File: config.mk
export PLATFORM = sky130hd
export DESIGN_NAME = matrix_mac_engine
export DESIGN_NICKNAME = d
export VERILOG_FILES = /design/src/rtl/matrix_pkg.sv /design/src/rtl/mac_unit.sv /design/src/rtl/matrix_mac_engine.sv
export SDC_FILE = /design/constraint.sdc
export NUM_CORES = 1
export LEC_CHECK = 0
export ABC_AREA = 1
export ABC_CLOCK_PERIOD_IN_PS = 4700
export BUFFER_PORTS_ARGS = -buffer_cell sky130_fd_sc_hd__buf_2
export CAP_MARGIN = 20
export CORE_MARGIN = 2
export CORE_UTILIZATION = 25
export DETAILED_ROUTE_END_ITERATION = 16
export PLACE_DENSITY = 0.51
export SKIP_LAST_GASP = 1
export SLEW_MARGIN = 30
export SYNTH_ARGS = -nofsm -noshare
export SYNTH_HDL_FRONTEND = slang
export SYNTH_SLANG_ARGS = --single-unit
File: constraint.sdc
create_clock -name clk -period 4.7 [get_ports clk]
set_input_delay 0.94 -clock clk [delete_from_list [all_inputs] [get_ports clk]]
set_output_delay 0.94 -clock clk [all_outputs]
set_load 0.03 [all_outputs]
File: src/rtl/matrix_pkg.sv
// Shared types and helpers for the matrix_mac_engine datapath and control.
// Holds the FSM state encoding, the run-time dimension type and the
// saturating narrow helper used when MATRIX_MAC_SATURATE_EN is defined.

package matrix_pkg;

   // Largest supported run-time dimension and the width needed to hold it.
   localparam int MM_MAX_DIM = 64;
   localparam int MM_DIM_W   = $clog2(MM_MAX_DIM + 1);

   typedef logic [MM_DIM_W-1:0] dim_t;

   // Control states for one Z = X*Y run.
   typedef enum logic [2:0] {
      IDLE  = 3'd0,
      ISSUE = 3'd1,
      DRAIN = 3'd2,
      WRITE = 3'd3,
      FIN   = 3'd4
   } mm_state_t;

   // Clamp a signed value into the two's complement range of 'width' bits.
   // The result is still 64 bits wide; callers keep the low 'width' bits.
   function automatic logic signed [63:0] sat_narrow(input logic signed [63:0] value,
                                                      input int unsigned width);
      logic signed [63:0] max_val;
      logic signed [63:0] min_val;
      max_val = (64'sd1 <<< (width - 1)) - 64'sd1;
      min_val = -(64'sd1 <<< (width - 1));
      if (value > max_val) begin
         return max_val;
      end
      if (value < min_val) begin
         return min_val;
      end
      return value;
   endfunction

endpackage

File: src/rtl/mac_unit.sv
// Multiply-accumulate slice for matrix_mac_engine.
// Delays the issue strobe by the RAM read latency so products are accumulated
// exactly when the operand data arrives, then scales and narrows the sum.
// Optional feature macro: MATRIX_MAC_SATURATE_EN (clamp instead of wrap).

module mac_unit
   import matrix_pkg::*;
#(
   parameter int DATA_WIDTH  = 16,
   parameter int ACC_WIDTH   = 40,
   parameter int FRAC_BITS   = 8,
   parameter int RAM_LATENCY = 1
) (
   input  logic                  clk,
   input  logic                  rst_n,
   input  logic                  issue_valid,
   input  logic                  clear,
   input  logic [DATA_WIDTH-1:0] x_data,
   input  logic [DATA_WIDTH-1:0] y_data,
   output logic [DATA_WIDTH-1:0] result
);

   localparam int PROD_W = 2 * DATA_WIDTH;

   logic [RAM_LATENCY-1:0]       valid_pipe;
   logic signed [PROD_W-1:0]     product;
   logic signed [ACC_WIDTH-1:0]  product_ext;
   logic signed [ACC_WIDTH-1:0]  acc;
   logic signed [ACC_WIDTH-1:0]  shifted;

   // Shift the issue strobe along so it lines up with the returning RAM data.
   always_ff @(posedge clk or negedge rst_n) begin
      if (!rst_n) begin
         valid_pipe <= '0;
      end else begin
         valid_pipe[0] <= issue_valid;
         for (int s = 1; s < RAM_LATENCY; s++) begin
            valid_pipe[s] <= valid_pipe[s-1];
         end
      end
   end

   // Full-precision signed product of the two operands.
   always_comb begin
      product = $signed(x_data) * $signed(y_data);
   end

   assign product_ext = {{(ACC_WIDTH - PROD_W){product[PROD_W-1]}}, product};

   // Accumulate valid products; a clear always wins so each element starts from zero.
   always_ff @(posedge clk or negedge rst_n) begin
      if (!rst_n) begin
         acc <= '0;
      end else if (clear) begin
         acc <= '0;
      end else if (valid_pipe[RAM_LATENCY-1]) begin
         acc <= acc + product_ext;
      end
   end

   assign shifted = acc >>> FRAC_BITS;

`ifdef MATRIX_MAC_SATURATE_EN
   logic signed [63:0] wide;
   logic signed [63:0] clamped;
   logic               unused_clamp_bits;

   assign wide              = {{(64 - ACC_WIDTH){shifted[ACC_WIDTH-1]}}, shifted};
   assign clamped           = sat_narrow(wide, DATA_WIDTH);
   assign result            = clamped[DATA_WIDTH-1:0];
   assign unused_clamp_bits = ^clamped[63:DATA_WIDTH];
`else
   logic unused_shift_bits;

   assign result            = shifted[DATA_WIDTH-1:0];
   assign unused_shift_bits = ^shifted[ACC_WIDTH-1:DATA_WIDTH];
`endif

endmodule

File: src/rtl/matrix_mac_engine.sv
// Signed fixed-point matrix multiplier Z = X*Y over external synchronous RAMs.
// One MAC per cycle; M, N, K and the base addresses are latched at start.
// Addresses come from running offsets so no address multipliers are needed.
// Optional feature macro: MATRIX_MAC_SATURATE_EN (handled inside mac_unit).

module matrix_mac_engine
   import matrix_pkg::*;
#(
   parameter int DATA_WIDTH  = 16,
   parameter int ACC_WIDTH   = 40,
   parameter int FRAC_BITS   = 8,
   parameter int ADDR_WIDTH  = 16,
   parameter int MAX_DIM     = 64,
   parameter int RAM_LATENCY = 1
) (
   input  logic                          clk,
   input  logic                          rst_n,
   input  logic                          start,
   input  logic [$clog2(MAX_DIM+1)-1:0]  cfg_rows,
   input  logic [$clog2(MAX_DIM+1)-1:0]  cfg_cols,
   input  logic [$clog2(MAX_DIM+1)-1:0]  cfg_inner,
   input  logic [ADDR_WIDTH-1:0]         x_base,
   input  logic [ADDR_WIDTH-1:0]         y_base,
   input  logic [ADDR_WIDTH-1:0]         z_base,
   output logic [ADDR_WIDTH-1:0]         x_addr,
   output logic [ADDR_WIDTH-1:0]         y_addr,
   input  logic [DATA_WIDTH-1:0]         x_data,
   input  logic [DATA_WIDTH-1:0]         y_data,
   output logic [ADDR_WIDTH-1:0]         z_addr,
   output logic [DATA_WIDTH-1:0]         z_data,
   output logic                          z_wen,
   output logic                          busy,
   output logic                          done
);

   localparam int                DIM_W     = $clog2(MAX_DIM + 1);
   localparam logic [DIM_W-1:0]  MAX_DIM_V = DIM_W'(MAX_DIM);
   localparam logic [DIM_W-1:0]  DIM_ONE   = DIM_W'(1);
   localparam logic [1:0]        DRAIN_END = 2'(RAM_LATENCY - 1);

   mm_state_t state;
   mm_state_t next_state;

   logic [DIM_W-1:0]      m_r;
   logic [DIM_W-1:0]      n_r;
   logic [DIM_W-1:0]      k_r;
   logic [ADDR_WIDTH-1:0] x_base_r;
   logic [ADDR_WIDTH-1:0] y_base_r;
   logic [ADDR_WIDTH-1:0] z_base_r;

   logic [DIM_W-1:0]      i_cnt;
   logic [DIM_W-1:0]      j_cnt;
   logic [DIM_W-1:0]      k_cnt;
   logic [1:0]            drain_cnt;

   logic [ADDR_WIDTH-1:0] x_row_off;
   logic [ADDR_WIDTH-1:0] x_off;
   logic [ADDR_WIDTH-1:0] y_off;
   logic [ADDR_WIDTH-1:0] z_off;

   logic [ADDR_WIDTH-1:0] n_ext;
   logic [ADDR_WIDTH-1:0] k_ext;
   logic [ADDR_WIDTH-1:0] j_ext;

   logic                  cfg_bad;
   logic                  last_k;
   logic                  last_col;
   logic                  last_row;
   logic                  drain_last;

   logic                  issue_valid;
   logic                  acc_clear;
   logic [DATA_WIDTH-1:0] mac_result;

   assign cfg_bad = (cfg_rows == '0) || (cfg_cols == '0) || (cfg_inner == '0) ||
                    (cfg_rows > MAX_DIM_V) || (cfg_cols > MAX_DIM_V) ||
                    (cfg_inner > MAX_DIM_V);

   assign last_k     = (k_cnt == k_r - DIM_ONE);
   assign last_col   = (j_cnt == n_r - DIM_ONE);
   assign last_row   = (i_cnt == m_r - DIM_ONE);
   assign drain_last = (drain_cnt == DRAIN_END);

   assign n_ext = ADDR_WIDTH'(n_r);
   assign k_ext = ADDR_WIDTH'(k_r);
   assign j_ext = ADDR_WIDTH'(j_cnt);

   // State register; reset aborts any run in progress.
   always_ff @(posedge clk or negedge rst_n) begin
      if (!rst_n) begin
         state <= IDLE;
      end else begin
         state <= next_state;
      end
   end

   // Next-state and output decode; all outputs are quiet outside their own state.
   always_comb begin
      next_state  = state;
      busy        = 1'b0;
      done        = 1'b0;
      z_wen       = 1'b0;
      x_addr      = '0;
      y_addr      = '0;
      z_addr      = '0;
      z_data      = '0;
      issue_valid = 1'b0;
      acc_clear   = 1'b0;
      case (state)
         IDLE: begin
            if (start) begin
               next_state = cfg_bad ? FIN : ISSUE;
            end
         end
         ISSUE: begin
            busy        = 1'b1;
            issue_valid = 1'b1;
            x_addr      = x_base_r + x_off;
            y_addr      = y_base_r + y_off;
            if (last_k) begin
               next_state = DRAIN;
            end
         end
         DRAIN: begin
            busy = 1'b1;
            if (drain_last) begin
               next_state = WRITE;
            end
         end
         WRITE: begin
            busy       = 1'b1;
            z_wen      = 1'b1;
            z_addr     = z_base_r + z_off;
            z_data     = mac_result;
            acc_clear  = 1'b1;
            next_state = (last_row && last_col) ? FIN : ISSUE;
         end
         FIN: begin
            done       = 1'b1;
            next_state = IDLE;
         end
         default: begin
            next_state = IDLE;
         end
      endcase
   end

   // Configuration latch plus loop counters and running address offsets.
   always_ff @(posedge clk or negedge rst_n) begin
      if (!rst_n) begin
         m_r       <= '0;
         n_r       <= '0;
         k_r       <= '0;
         x_base_r  <= '0;
         y_base_r  <= '0;
         z_base_r  <= '0;
         i_cnt     <= '0;
         j_cnt     <= '0;
         k_cnt     <= '0;
         drain_cnt <= '0;
         x_row_off <= '0;
         x_off     <= '0;
         y_off     <= '0;
         z_off     <= '0;
      end else begin
         case (state)
            IDLE: begin
               if (start) begin
                  m_r       <= cfg_rows;
                  n_r       <= cfg_cols;
                  k_r       <= cfg_inner;
                  x_base_r  <= x_base;
                  y_base_r  <= y_base;
                  z_base_r  <= z_base;
                  i_cnt     <= '0;
                  j_cnt     <= '0;
                  k_cnt     <= '0;
                  drain_cnt <= '0;
                  x_row_off <= '0;
                  x_off     <= '0;
                  y_off     <= '0;
                  z_off     <= '0;
               end
            end
            ISSUE: begin
               k_cnt     <= k_cnt + DIM_ONE;
               x_off     <= x_off + 1'b1;
               y_off     <= y_off + n_ext;
               drain_cnt <= '0;
            end
            DRAIN: begin
               drain_cnt <= drain_cnt + 1'b1;
            end
            WRITE: begin
               k_cnt     <= '0;
               drain_cnt <= '0;
               z_off     <= z_off + 1'b1;
               if (last_col) begin
                  j_cnt     <= '0;
                  i_cnt     <= i_cnt + DIM_ONE;
                  x_row_off <= x_row_off + k_ext;
                  x_off     <= x_row_off + k_ext;
                  y_off     <= '0;
               end else begin
                  j_cnt <= j_cnt + DIM_ONE;
                  x_off <= x_row_off;
                  y_off <= j_ext + 1'b1;
               end
            end
            default: begin
            end
         endcase
      end
   end

   mac_unit #(
      .DATA_WIDTH  (DATA_WIDTH),
      .ACC_WIDTH   (ACC_WIDTH),
      .FRAC_BITS   (FRAC_BITS),
      .RAM_LATENCY (RAM_LATENCY)
   ) u_mac (
      .clk         (clk),
      .rst_n       (rst_n),
      .issue_valid (issue_valid),
      .clear       (acc_clear),
      .x_data      (x_data),
      .y_data      (y_data),
      .result      (mac_result)
   );

endmodule

## Word-level counts from Yosys, hierarchy flattened

Cells that the tools add are included.

- Eq/ne operators: 11
- $mul: 1
- Multiplexer cells: 31
- Add/subtract/negate cells: 16
- Order comparisons: 3
- Reductions and logical operators: 23

Operator list:

| cell | count |
|---|---|
| $mux W16 | 6 |
| $pmux W16 S3 | 2 |
| $mux W40 | 2 |
| $pmux W16 S2 | 2 |
| $add A16 B16 Y16 | 3 |
| $add A40 B32 Y40 | 1 |
| $add A16 B1 Y16 const B | 2 |
| $add A16 B7 Y16 | 2 |
| $mul A16 B16 Y32 | 1 |
| $pmux W7 S2 | 2 |
| $add A7 B1 Y7 const B | 3 |
| $eq A7 B7 Y1 | 3 |
| $gt A7 B7 Y1 const B | 3 |
| $logic_not A7 Y1 | 3 |
| $mux W7 | 3 |
| $pmux W7 S3 | 1 |
| $sub A7 B1 Y7 const B | 3 |
| $mux W3 | 5 |
| $pmux W3 S4 | 1 |
| $add A7 B1 Y8 const B | 1 |
| $mux W8 | 1 |
| $ne A2 B2 Y1 const B | 4 |
| $reduce_and A2 Y1 | 4 |
| $eq A3 B2 Y1 const B | 2 |
| other kinds (15) | 25 |

- Input bits: 104
- Register bits: 200
- Output and inout bits: 67

## Depth between registers and ports, before layout

Gate-level depths: netlist of run 1.

- Depth after elaboration: 9
- Depth in mapped cells: 28

## Modules after synthesis

From an unflattened synthesis of run 1, not the netlist that was laid out.

- Cells, all modules: 2983
- Area total of the unflattened synthesis: 21345.5 um2

Modules (own cells, without submodules):

| module | area an instance (um2) | cells an instance | times used |
|---|---|---|---|
| matrix_mac_engine | 11222.0 | 1636 | 1 |
| mac_unit | 10123.5 | 1347 | 1 |

## Least setup slack after synthesis of run 1

OpenSTA, ideal clock, no wires.

- Path type: input port to flip-flop
- From: in y_data[3]
- To: reg u_mac.acc[22]
- Library setup time: 0.134 ns
- Path buffers: 2
- Arrival time: 6.058 ns
- Stages: 20
- Path slack: -1.492 ns
- Data required time: 4.566 ns
- Cell sequence: clkbuf_1 clkbuf_1 nand2_1 fa_1 inv_1 fa_1 fa_1 fa_1 fa_1 inv_1 fa_1 inv_1 ha_1 nand2_1 nor4_1 nand4_1 nand3_1 a21oi_1 o21ai_0 o21ai_0

- Longest elaborated chain between the ends: 4

Ends and longest elaborated chain:

| item | RTL line | source |
|---|---|---|
| from (decl) | matrix_mac_engine.sv:28 | `input logic [DATA_WIDTH-1:0] y_data,` |
| $mul A16 B16 Y32 | mac_unit.sv:45 | `product = $signed(x_data) * $signed(y_data);` |
| $add A40 B32 Y40 | mac_unit.sv:57 | `acc <= acc + product_ext;` |
| $mux W40 | mac_unit.sv:56 | `end else if (valid_pipe[RAM_LATENCY-1]) begin` |
| $mux W40 | mac_unit.sv:54 | `end else if (clear) begin` |
| to (signal assigned) | mac_unit.sv:57 |  |
| to (decl) | mac_unit.sv:28 | `logic signed [ACC_WIDTH-1:0] acc;` |

Every way passes these cells. The select of a mux whose other input is x is not followed.
A chain may end at the register's enable or synchronous reset.

## Worst setup path in the final report of run 1

- From: in y_data[15]
- To: reg u_mac.acc[22]

Same word-level chain as after synthesis.

==> out/metrics.cfg, run 1 <==
[outcome]
status = complete, but fails checks
violations = setup timing

[final_layout]
final_layout_size_suffix_gt1_share_pct = 15.4
fin_nets = 3580
n_fill_cell = 9055
final_cell_mix = 804 x nand2_1, 600 x inv_1, 205 x fa_1
seqCellArea_sq_um = 4600
n_antenna_cell = 0
syn_to_final_growth_pct = 20.3
final_cells = 4206
multi_input_area_sq_um = 14100
layout_commonest_cell = nand2_1

[drt]
via_per_inst = 4.31
drt_pass1_iterations = 5
antenna_left = 0
wire_per_inst_um = 14.5
vias = 18100
drt-initial-drc-count = 796
wl_um = 61100
post-route-drc-count = 0

[synth]
ys_top_cells_by_area = dfrtp_1 22%, fa_1 20%, nand2_1 15%
synth-edff-count = 0
synthCells = 2891
async_reset_ff_share_pct = 100
synthDistinctLibCells = 50
syn_area_sq_um = 21000
post_synth.cell_area_avg_sq_um = 7.25
synth_fp_nets = 3358
seq_area_frac_synth_pct = 22.0
synth-seq-cells = 184
yosysWarnings = 0
synth_top_area_cell = dfrtp_1
synthFlopType = dfrtp_1
yosys.area.top_type_share_pct = 22.0

[die]
num_rows = 106
io_pins = 171
die_x_um = 294
start_util_pct = 25.2
dieArea_sq_um = 86200
core-area_sq_um = 83300
die_h_um = 294

[sta]
finClkSkew_ns = 0.0178
relSlewSlack_pct = 40.1
timing.final.ws_setup_ns = -0.608
worst_pin_slew_ns = 0.899
finalCritPeriodShare_pct = 113
drv_slew = 0
setup_viol = 16
rsz0062_at_grt = true
fmax_mhz = 188
period_minus_slack_ns = 5.31
finalHoldViolCount = 0

[critical_path]
cp-end-kind = flop
path_cells = buf_6, clkinv_4, or2_4, fa_1, fa_1, inv_2, fa_1, fa_1, fa_1, inv_1, fa_1, inv_2, ha_4, nand2_4, nor4_4, nand4_1, nand3_2, a21oi_2, o21ai_1, o21ai_1
reg2reg_from = u_mac.acc[15]
slowest_stage = fa_1
cpPeakStageDelay_ns = 0.54
crit_required_ns = 5.06
rrSetupSlack_ns = 0.26
crit_start = y_data[15]
r2r_end = u_mac.acc[22]
critPathMostFrequentCell = fa_1
startpoint_type = input pin
crit_type = input pin to flop
rr_worst_depth = 17
path_max_fanout = 5
arrival_ns = 5.67

[placed_design]
portBuffers = 170
dp_hpwl_um = 49800
gp_congestion = 0.838
dp.cells = 4161
pre_cts_ws_ns = -1.26

[cts]
h-tree-depth = 4
clock_latency_ns = 0.49
clock_tree.root_cell = clkbuf_16
cts.clk_slew.worst_paths_ns = 0.09
cts_hold_buf = 0
numCtsBuffers = 17
cts_tree = yes
clk_path_buf_depth = 2
cts.sink_count = 184

[grt]
grt_pass1_wl_um = 100000
grt_pass1_vias = 18600
track_usage_pct = 14.7
grt_max_degree = 97
gr-total-overflow = 0
antenna_found_initial = 0

[flow_run]
drv_cap = 0

[hold_path]
holdPathStages = 2
hold_end = x_base_r[2]
hold_class = flop to flop
min_from = x_base_r[2]

-- routing by layer --
metal | track usage [%] | vias to the layer above | wire length (um)
met5 | 0 | - | 0
met4 | 3.41 | 0 | 1070
li1 | - | 9226 | -
met2 | 25.5 | 222 | 29900
met3 | 1.96 | 54 | 1560
met1 | 19.4 | 8608 | 28600
-- synthesized netlist by cell type, drive strengths merged, types with 6 or more instances --
library cell  count
ha              149
clkbuf           70
a21oi           127
buf              15
dfrtp           184
inv             638
or2              12
nor2            184
o211ai           15
o22ai             6
a22o              6
o21bai            6
nand4            18
nand3           116
xor2             50
nand2           839
a21o             10
o21ai           143
fa              214
nor3             23
xnor2            23
-- registers in the layout, summed over array words and instances (netlist names) --
signal            cells
m_r                   7
z_off                16
y_off                16
z_base_r             16
n_r                   7
j_cnt                 7
y_base_r             16
u_mac.valid_pipe      1
drain_cnt             2
k_cnt                 7
x_row_off            16
x_off                16
i_cnt                 7
u_mac.acc            24
x_base_r             16
k_r                   7
state                 3
-- final cells by class --
| type | count | area share [%] |
|---|---|---|
| Clock buffer | 17 | 1.69 |
| Clock inverter | 15 | 0.769 |
| Inverter | 639 | 9.55 |
| Multi-Input combinational cell | 1983 | 56.1 |
| Sequential cell | 184 | 18.3 |
| Tap cell | 1080 | 5.36 |
| Timing Repair Buffer | 288 | 8.28 |
-- cells by family (layout without fill, tap and decap cells) --
logic type | after synthesis | count (layout) | synth area share, %
buffers and inverters | 724 | 959 | 13.1
adder cells (fa/ha/maj) | 363 | 363 | 29.3
AND/OR/NAND/NOR | 1204 | 1204 | 23.3
AO/OA/AOI/OAI | 339 | 339 | 8.99
multiplexers | 4 | 4 | 0.191
XOR/XNOR | 73 | 73 | 3.12
flip-flops | 184 | 184 | 22.0
-- worst max-delay path by stage --
| stage | endpoint | slack [ns] |
|---|---|---|
| after global placement | u_mac.acc[22] | -1.26 |
| after floorplan | u_mac.acc[21] | -0.84 |
| after global routing | u_mac.acc[23] | -0.79 |
| after detailed placement | u_mac.acc[22] | -1.26 |
| after CTS | u_mac.acc[22] | -0.58 |
| final | u_mac.acc[22] | -0.61 |
-- stage by stage --
stage                     hold slack [ns]  setup TNS [ns]  utilization (%)  area [sq um]
after floorplan                     0.452          -10.32                -         21600
after global placement              0.473          -18.39             28.8         24000
after CTS                           0.497           -6.68             30.1         25100
after detailed placement            0.473          -18.48             28.8         24000
final                               0.492           -7.01             30.3         25200
after global routing                0.516           -9.94             30.3         25200
-- worst max-delay path: cells and delay by family --
| kind | cells | cell delay, ns |
|---|---|---|
| buffers and inverters | 5 | 0.31 |
| adders and majority gates | 7 | 3.35 |
| and+or+nand+nor | 5 | 0.87 |
| AOI/OAI and AO/OA | 3 | 0.21 |
-- timing repair --
action                                 in CTS  in global routing
endpoints found under the hold margin       0                  0
gates resized for setup                   114                 40
gates cloned                                1                  1
setup endpoints to repair                  16                 16
pin swaps                                  49                 43
buffers inserted                            8                  3
Power of run 1 is left out: the tool's default activity adds up to more than one toggle a clock period on the data nets, which glitch-free logic cannot reach.
==> run 2, diff against run 1 <==
--- a/config.mk
+++ b/config.mk
@@ -10,9 +10,9 @@
 export BUFFER_PORTS_ARGS = -buffer_cell sky130_fd_sc_hd__buf_2
 export CAP_MARGIN = 20
 export CORE_MARGIN = 2
-export CORE_UTILIZATION = 25
+export CORE_UTILIZATION = 45
 export DETAILED_ROUTE_END_ITERATION = 16
-export PLACE_DENSITY = 0.51
+export PLACE_DENSITY = 0.74
 export SKIP_LAST_GASP = 1
 export SLEW_MARGIN = 30
 export SYNTH_ARGS = -nofsm -noshare
==> run 2 against run 1 <==
Against the previous run:
- the run still ends with setup timing left
- die area decreased by 44%
- flip-flop and latch count unchanged
- register-to-register slack got worse by 0.09 ns
- non-clock buffer count increased by 22
- sequential share of layout area increased by 0.23 points
- hold slack got worse by 0.0015 ns
- critical endpoint is now u_mac.acc[20]
- highest routed layer unchanged
==> out/metrics.cfg, run 2 (synthesis gave the netlist of run 1 again) <==
[sta]
timing.final.ws_setup_ns = -0.690  ; was -0.608 ns
finalCritPeriodShare_pct = 115  ; was 113%
finClkSkew_ns = 0.0125  ; was 0.0178 ns
finalSetupTns_ns = -7.57  ; was -7.01 ns
drv_slew = 0  ; unchanged
fmax_mhz = 186  ; was 188 MHz
relSlewSlack_pct = 41.0  ; was 40.1%
finalHoldViolCount = 0  ; unchanged
rsz0062_at_grt = true  ; unchanged
period_minus_slack_ns = 5.39  ; was 5.31 ns
setup_viol = 15  ; was 16
worst_pin_slew_ns = 0.884  ; was 0.899 ns

[cts]
h-tree-depth = 4  ; unchanged
cts_tree = yes  ; unchanged
clk_path_buf_depth = 2  ; unchanged
numCtsBuffers = 17  ; unchanged
cts.clk_slew.worst_paths_ns = 0.07  ; was 0.09 ns
clock_tree.root_cell = clkbuf_16  ; unchanged
cts.sink_count = 184  ; unchanged
clock_latency_ns = 0.46  ; was 0.49 ns

[critical_path]
rr_worst_depth = 19  ; was 17
crit_required_ns = 5.07  ; was 5.06 ns
startpoint_type = input pin  ; unchanged
arrival_ns = 5.76  ; was 5.67 ns
cp-end-kind = flop  ; unchanged
crit_start = x_data[0]  ; was y_data[15]
crit_type = input pin to flop  ; unchanged
reg2reg_from = u_mac.acc[15]  ; unchanged
r2r_end = u_mac.acc[20]  ; was u_mac.acc[22]
rrSetupSlack_ns = 0.17  ; was 0.26 ns
path_max_fanout = 6  ; was 5
critPathCapture = u_mac.acc[20]  ; was u_mac.acc[22]

[drt]
wire_per_inst_um = 14.4  ; was 14.5 um
post-route-drc-count = 0  ; unchanged
antenna_left = 0  ; unchanged
vias = 18600  ; was 18100
drt_pass1_iterations = 5  ; unchanged
wl_um = 53900  ; was 61100 um
drt-initial-drc-count = 1071  ; was 796
via_per_inst = 4.96  ; was 4.31

[placed_design]
pre_cts_ws_ns = -1.20  ; was -1.26 ns
gp_congestion = 0.926  ; was 0.838
dp.cells = 3694  ; was 4161
dp_hpwl_um = 42100  ; was 49800 um
dpl_cell_area_sq_um = 23400  ; was 24000 sq um
portBuffers = 170  ; unchanged

[final_layout]
n_antenna_cell = 0  ; unchanged
top_register = u_mac.acc  ; unchanged
final_cells = 3754  ; was 4206
fin_nets = 3602  ; was 3580
final_cell_mix = 795 x nand2_1, 582 x inv_1, 201 x fa_1  ; was 804 x nand2_1, 600 x inv_1, 205 x fa_1
largest_reg_flops = 24  ; unchanged
design_area_sq_um = 24900  ; was 25200 sq um
layout_commonest_cell = nand2_1  ; unchanged
final_layout_size_suffix_gt1_share_pct = 17.3  ; was 15.4%
syn_to_final_growth_pct = 18.8  ; was 20.3%

[hold_path]
hold_class = flop to flop  ; unchanged
holdPathStages = 2  ; unchanged

[grt]
grt_pass1_wl_um = 88500  ; was 100000 um
gr-total-overflow = 0  ; unchanged
antenna_found_initial = 0  ; unchanged
grt_pass1_vias = 18200  ; was 18600
grt_max_degree = 83  ; was 97
track_usage_pct = 22.8  ; was 14.7%

[die]
dieArea_sq_um = 48300  ; was 86200 sq um
num_rows = 79  ; was 106
die_h_um = 220  ; was 294 um
core-area_sq_um = 46300  ; was 83300 sq um
io_pins = 171  ; unchanged
start_util_pct = 45.3  ; was 25.2%
die_x_um = 220  ; was 294 um

[flow_run]
drv_cap = 0  ; unchanged

[outcome]
violations = setup timing  ; unchanged
status = complete, but fails checks  ; unchanged

==> run 2: cell types whose count changed in the layout (fill, tap and decap cells not counted), sizes merged <==
cell	change
buf	+19
clkbuf	+5
inv	-5
clkinv	+1
clkinvlp	+1
==> run 2: what timing repair did <==
item,4_1_cts,5_1_grt
setup endpoints to repair,16,16
pin swaps,61,70
hold buffers,0,0
hold endpoints to repair,0,0
setup buffers,14,15
resized for setup,101,128
gates cloned,0,1
==> run 2: critical path, cell delays in order <==
cell,delay (ns)
buf_4,0.15
or2_4,0.25
fa_1,0.47
fa_1,0.54
inv_1,0.05
fa_1,0.51
fa_1,0.47
fa_1,0.51
inv_1,0.05
fa_1,0.50
inv_2,0.05
ha_4,0.23
a21oi_1,0.30
o21ai_2,0.12
a21oi_2,0.13
nand2_1,0.09
nand2_1,0.09
nand2_2,0.05
nand2_1,0.06
nand2_1,0.04
o22ai_1,0.13
==> run 2: routing by layer <==
metal / GRT usage, % / part of all wire, %
met3: 2.43 / 4.0
met5: 0 / 0
met4: 6.62 / 2.2
met2: 39.8 / 50
met1: 29.9 / 44
==> run 2: layout make-up <==
cell class	count	area (sq um)
Fill cell	4315	21400
Timing Repair Buffer	310	2220
Tap cell	607	759
Multi-Input combinational cell	1983	14300
Clock inverter	12	140
Clock buffer	19	433
Sequential cell	184	4600
Inverter	639	2410
==> run 2: stage by stage <==
stage | hold WS (ns) | util [%]
floorplan | 0.452 | -
global placement | 0.467 | 50.6
detailed placement | 0.473 | 50.6
CTS | 0.492 | 52.7
global route | 0.510 | 53.8
finish | 0.491 | 53.8
==> run 2: worst min-delay path by stage <==
stage,startpoint,to,slack [ns]
2_1_floorplan,u_mac.acc[15],u_mac.acc[15],0.45
3_3_place_gp,u_mac.acc[15],u_mac.acc[15],0.47
3_5_place_dp,z_base_r[13],z_base_r[13],0.47
4_1_cts,u_mac.acc[15],u_mac.acc[15],0.49
5_1_grt,x_base_r[12],x_base_r[12],0.51
6_report,u_mac.acc[15],u_mac.acc[15],0.49
Power of run 2 is left out for the same reason.
